## config.mk

```make
export PLATFORM = sky130hd
export DESIGN_NAME = dot_product_feeder
export DESIGN_NICKNAME = d
export VERILOG_FILES = /design/src/rtl/dot_product_feeder.sv
export SDC_FILE = /design/constraint.sdc
export NUM_CORES = 1
export LEC_CHECK = 0
export ABC_AREA = 1
export ABC_CLOCK_PERIOD_IN_PS = 1940
export CORE_MARGIN = 5
export CORE_UTILIZATION = 44
export DETAILED_ROUTE_END_ITERATION = 16
export PLACE_DENSITY = 0.9
export SETUP_SLACK_MARGIN = 0.02
export SYNTH_ARGS = -nofsm -noshare
export SYNTH_HDL_FRONTEND = slang
export SYNTH_SLANG_ARGS = --single-unit
export TNS_END_PERCENT = 30
```

## constraint.sdc

```tcl
create_clock -name i_clk -period 1.94 [get_ports i_clk]
set_input_delay 0.485 -clock i_clk [delete_from_list [all_inputs] [get_ports i_clk]]
set_output_delay 0.485 -clock i_clk [all_outputs]
set_load 0.02 [all_outputs]
```

## src/rtl/dot_product_feeder.sv

```systemverilog
// dot_product_feeder: loads B beats into the dot-product B-RAM, then streams
// framed A vectors into it, counts the returned results and flags job completion.
// Ports:
//   i_clk, i_reset_n             clock, async active-low reset
//   i_start, i_len, i_num_vec    job request (sampled in IDLE only)
//   i_b_data/i_b_valid/o_b_ready upstream B stream (consumed in LOAD)
//   i_a_data/i_a_valid/o_a_ready upstream A stream (consumed in COMPUTE)
//   o_a, o_b, o_b_addr, o_wren,  registered dot-product pins
//   o_first, o_last
//   i_dp_valid                   result strobe from the dot-product block
//   o_busy, o_done, o_err        status: not idle, job done pulse, sticky error
module dot_product_feeder #(
  parameter int N = 8,
  parameter int M = 8,
  parameter int A = 10,
  parameter int V = 16
) (
  input  logic           i_clk,
  input  logic           i_reset_n,
  input  logic           i_start,
  input  logic [A:0]     i_len,
  input  logic [V-1:0]   i_num_vec,
  input  logic [M*N-1:0] i_b_data,
  input  logic           i_b_valid,
  output logic           o_b_ready,
  input  logic [M*N-1:0] i_a_data,
  input  logic           i_a_valid,
  output logic           o_a_ready,
  output logic [M*N-1:0] o_a,
  output logic [M*N-1:0] o_b,
  output logic [A-1:0]   o_b_addr,
  output logic           o_wren,
  output logic           o_first,
  output logic           o_last,
  input  logic           i_dp_valid,
  output logic           o_busy,
  output logic           o_done,
  output logic           o_err
);

  localparam int W  = M * N;
  localparam int LW = A + 1;
  localparam logic [LW-1:0] LEN_MAX = {1'b1, {A{1'b0}}};

  typedef enum logic [1:0] {
    S_IDLE,
    S_LOAD,
    S_COMP,
    S_DRAIN
  } state_t;

  state_t        state_q, state_d;
  logic [LW-1:0] len_q, len_d;
  logic [LW-1:0] wcnt_q, wcnt_d;
  logic [LW-1:0] bcnt_q, bcnt_d;
  logic [V-1:0]  nvec_q, nvec_d;
  logic [V-1:0]  vcnt_q, vcnt_d;
  logic [V-1:0]  rcnt_q, rcnt_d;
  logic [W-1:0]  a_q, a_d;
  logic [W-1:0]  b_q, b_d;
  logic [A-1:0]  addr_q, addr_d;
  logic          wren_q, wren_d;
  logic          first_q, first_d;
  logic          last_q, last_d;
  logic          done_q, done_d;
  logic          err_q, err_d;

  logic [LW-1:0] len_m1;
  logic          start_ok;
  logic          in_res;

  assign len_m1   = len_q - LW'(1);
  assign start_ok = i_start
                 && (i_len != '0)
                 && (i_len <= LEN_MAX)
                 && (i_num_vec != '0);
  assign in_res   = (state_q == S_COMP)
                 || (state_q == S_DRAIN);

  always_comb begin
    state_d = state_q;
    len_d   = len_q;
    nvec_d  = nvec_q;
    wcnt_d  = wcnt_q;
    bcnt_d  = bcnt_q;
    vcnt_d  = vcnt_q;
    rcnt_d  = rcnt_q;
    a_d     = '0;
    b_d     = b_q;
    addr_d  = addr_q;
    wren_d  = 1'b0;
    first_d = 1'b0;
    last_d  = 1'b0;
    done_d  = 1'b0;
    err_d   = err_q;

    unique case (state_q)
      S_IDLE: begin
        if (start_ok) begin
          len_d   = i_len;
          nvec_d  = i_num_vec;
          wcnt_d  = '0;
          bcnt_d  = '0;
          vcnt_d  = '0;
          rcnt_d  = '0;
          err_d   = 1'b0;
          state_d = S_LOAD;
        end
      end
      S_LOAD: begin
        if (i_b_valid) begin
          wren_d = 1'b1;
          b_d    = i_b_data;
          addr_d = wcnt_q[A-1:0];
          wcnt_d = wcnt_q + LW'(1);
          if (wcnt_q == len_m1) begin
            state_d = S_COMP;
          end
        end
      end
      S_COMP: begin
        // Stall cycles fall through with a_d=0 and no
        // framing, so the accumulator adds zero.
        if (i_a_valid) begin
          a_d     = i_a_data;
          addr_d  = bcnt_q[A-1:0];
          first_d = (bcnt_q == '0);
          last_d  = (bcnt_q == len_m1);
          if (bcnt_q == len_m1) begin
            bcnt_d = '0;
            vcnt_d = vcnt_q + V'(1);
            if (vcnt_q + V'(1) == nvec_q) begin
              state_d = S_DRAIN;
            end
          end else begin
            bcnt_d = bcnt_q + LW'(1);
          end
        end
      end
      S_DRAIN: begin
      end
      default: begin
        state_d = S_IDLE;
      end
    endcase

    // Result counting overrides the stream
    // transitions: the job ends on the last result.
    if (i_dp_valid) begin
      if (in_res && (rcnt_q != nvec_q)) begin
        rcnt_d = rcnt_q + V'(1);
        if (rcnt_q + V'(1) == nvec_q) begin
          done_d  = 1'b1;
          state_d = S_IDLE;
        end
      end else begin
        err_d = 1'b1;
      end
    end
  end

  always_ff @(posedge i_clk or negedge i_reset_n) begin
    if (!i_reset_n) begin
      state_q <= S_IDLE;
      len_q   <= '0;
      nvec_q  <= '0;
      wcnt_q  <= '0;
      bcnt_q  <= '0;
      vcnt_q  <= '0;
      rcnt_q  <= '0;
      a_q     <= '0;
      b_q     <= '0;
      addr_q  <= '0;
      wren_q  <= 1'b0;
      first_q <= 1'b0;
      last_q  <= 1'b0;
      done_q  <= 1'b0;
      err_q   <= 1'b0;
    end else begin
      state_q <= state_d;
      len_q   <= len_d;
      nvec_q  <= nvec_d;
      wcnt_q  <= wcnt_d;
      bcnt_q  <= bcnt_d;
      vcnt_q  <= vcnt_d;
      rcnt_q  <= rcnt_d;
      a_q     <= a_d;
      b_q     <= b_d;
      addr_q  <= addr_d;
      wren_q  <= wren_d;
      first_q <= first_d;
      last_q  <= last_d;
      done_q  <= done_d;
      err_q   <= err_d;
    end
  end

  assign o_b_ready = (state_q == S_LOAD);
  assign o_a_ready = (state_q == S_COMP);
  assign o_busy    = (state_q != S_IDLE);
  assign o_a       = a_q;
  assign o_b       = b_q;
  assign o_b_addr  = addr_q;
  assign o_wren    = wren_q;
  assign o_first   = first_q;
  assign o_last    = last_q;
  assign o_done    = done_q;
  assign o_err     = err_q;

endmodule

```

==> impl_metrics.json <==
{
  "status": "finished with violations",
  "violations": "negative setup slack",
  "netlist_instances": 1373,
  "final_layout_size_suffix_gt1_frac": 0.1613,
  "power.density_nw_per_um2": 766.2,
  "fin_area_um2": 16400,
  "clk_pin_slew_ns": 0.06,
  "synth_fp_nets": 1540,
  "critPathCaptureType": "register",
  "drtPass1Iterations": 5,
  "final_hold_viol_count": 0,
  "fin_crit_ns": 2.103,
  "post-place-ws_ns": -0.4989,
  "num_rows": 57,
  "ys_types": 38,
  "r2r_setup_slack_ns": -0.16,
  "hp-start": "i_a_valid",
  "start_util": 0.4455,
  "grt_usage": 0.2469,
  "rsz0062_at_grt": "true",
  "final_cell_mix": "nand2_1, dfrtp_1, clkdlybuf4s50_1",
  "wl_per_cell_um": 16.34,
  "clock_tree.buffer_depth": 3,
  "setup_viol": 30,
  "fin_skew_ns": 0.01690,
  "grt_max_degree": 75,
  "antenna_found_initial": 0,
  "cts_root_buf": "clkbuf_16",
  "place_area_um2": 15220,
  "die_x_um": 166.9,
  "worst_pin_slew_ns": 0.5083,
  "via_per_inst": 4.990,
  "num_io_pins": 307,
  "timing_worst_setup_path_type": "register to register",
  "max_freq_mhz": 475.6,
  "drv_slew": 0,
  "finalWorstSetupSlack_ns": -0.1627,
  "hpwl_um": 25760,
  "insertion_delay_ns": 0.52,
  "wl_met1_um": 12870,
  "fillers": 1904,
  "ant_nets": 0,
  "dp_cells": 2087,
  "antennaDiodeCount": 0,
  "synth-edff-count": 0,
  "worst_ir_drop_vdd_v": 0.0005958,
  "wl_met2_um": 18280,
  "async_flop_share": 1.000,
  "htree_levels": 1,
  "overflow": 0,
  "fin_util": 0.6743,
  "endpoint": "vcnt_q[8]$_DFFE_PN0P_",
  "port_buffers": 306,
  "leakagePower_nw": 8.512,
  "worst_r2r_path_depth": 15,
  "cts_tree": "yes",
  "crit_arrival_ns": 2.50,
  "syn-mean-instance-area_um2": 7.892,
  "maxCapViolations": 0,
  "worst-path-max-fanout": 7,
  "dr.max_layer_used": "met4",
  "netlist_area_um2": 10840,
  "slew_headroom": 0.6611,
  "layout_commonest_cell": "nand2_1",
  "startpoint": "len_q[1]$_DFFE_PN0P_",
  "cts_buffers": 25,
  "syn_to_final_growth_pct": 51.35,
  "r2r-end": "vcnt_q[8]$_DFFE_PN0P_",
  "synth_top_flop_cell": "dfrtp_1",
  "finalNonFillerCells": 2141,
  "min_path_type": "primary input to register",
  "wirelength_um": 34990,
  "yosysSeqAreaShare": 0.5219,
  "route.met3.wl_um": 2818,
  "fin_nets": 1970,
  "core_um2": 24320,
  "ys_seq_elements": 226,
  "r2r_start": "len_q[1]$_DFFE_PN0P_",
  "die_y_um": 166.9,
  "die_area_um2": 27860,
  "clock-sinks": 226,
  "place_congestion": 0.9369,
  "grt_pass1_wl_um": 56640,
  "drc": 0,
  "grt_pass1_vias": 11110,
  "required_ns": 2.34,
  "drtIter0Drc": 822,
  "cp-start-kind": "register",
  "route.vias.total": 10680,
  "yosys_warnings": 0,
  "fin_crit_sh": 1.084
}
## flip-flops by register name (all words and copies together) (netlist names)
| signal | count |
|---|---|
| bcnt_q | 11 |
| len_q | 11 |
| nvec_q | 16 |
| o_a | 64 |
| o_b | 64 |
| o_b_addr | 10 |
| o_done | 1 |
| o_err | 1 |
| o_first | 1 |
| o_last | 1 |
| o_wren | 1 |
| rcnt_q | 16 |
| state_q | 2 |
| vcnt_q | 16 |
| wcnt_q | 11 |
## routing by layer
layer,global-route usage,vias to the layer above
met3,0.06566,79
met2,0.4458,384
li1,-,5147
met1,0.2853,5073
met5,0,-
met4,0.07862,0
## critical path, cell delays in order (launching register included)
cell	delay (ns)
dfrtp_1	0.39
inv_2	0.09
ha_4	0.16
nand2_4	0.07
nor2_4	0.16
nand2_2	0.08
nand2_2	0.09
nand2_4	0.06
and2_4	0.14
nor2_4	0.13
nand3_4	0.11
nand2_4	0.10
nand2_8	0.11
buf_12	0.17
nand2_4	0.05
o21ai_2	0.05
## repair_timing
action	4_1_cts	5_1_grt
resized for setup	207	42
setup buffers	6	4
endpoints found under the setup margin	177	79
cloned	2	0
pin swaps	29	24
endpoints found under the hold margin	49	0
hold buffers	1	0
## synth_stat cells (8+ instances only)
cell type	count	share of area
o21ai_0	40	0.018
nand3_1	80	0.037
nand2_1	532	0.18
dfrtp_1	226	0.52
buf_2	9	0.0042
clkbuf_1	36	0.012
inv_1	100	0.035
nor2_1	165	0.057
nor3_1	8	0.0037
xnor2_1	12	0.0097
o21ai_2	17	0.014
xor2_1	29	0.023
nand2_2	21	0.012
a31oi_1	9	0.0052
a21oi_1	15	0.0069
nand4_1	17	0.0098
## per-stage QoR
stage / power (mW) / hold slack (ns) / setup TNS, ns
2_1_floorplan: 6.358 / 0.1894 / 0
3_3_place_gp: 7.525 / 0.4605 / -27.62
3_5_place_dp: 7.596 / 0.4663 / -33.50
4_1_cts: 12.57 / 0.4507 / -3.828
5_1_grt: 13.18 / 0.4624 / -7.114
6_report: 12.57 / 0.4664 / -3.426
## layout make-up
cell class | count | area, um^2 | area share
tap | 324 | 405.4 | 0.02472
clock buffer | 34 | 689.4 | 0.04204
clock inverter | 7 | 160.2 | 0.009766
inverter | 102 | 389.1 | 0.02373
multi-input combinational | 997 | 4912 | 0.2995
sequential | 226 | 5659 | 0.3451
timing repair buffer | 451 | 4184 | 0.2551
## kinds of logic after synthesis
logic type / share of synthesized area
AO/OA/AOI/OAI: 0.05312
XOR/XNOR: 0.03522
adder cells (fa/ha/maj): 0.006928
buffers and inverters: 0.05508
flip-flops: 0.5219
multiplexers: 0.003695
AND/OR/NAND/NOR: 0.3240
## how the worst min path moves through the flow
stage                            end  slack [ns]  cells past startpoint
2_1_floorplan  bcnt_q[0]$_DFFE_PN0P_        0.19                      0
3_3_place_gp     o_b[23]$_DFFE_PN0P_        0.46                      2
3_5_place_dp       o_a[20]$_DFF_PN0_        0.47                      1
4_1_cts            o_a[23]$_DFF_PN0_        0.45                      4
5_1_grt            o_a[49]$_DFF_PN0_        0.46                      4
6_report           o_a[23]$_DFF_PN0_        0.47                      4
## power breakdown
group          internal, mW  total [mW]  switching [mW]
combinational          1.09        2.27            1.18
clock                  3.12        4.97            1.85
sequential             5.01        5.33           0.316
total                  9.22        12.6            3.35
Power figures use the tool's default switching activity.
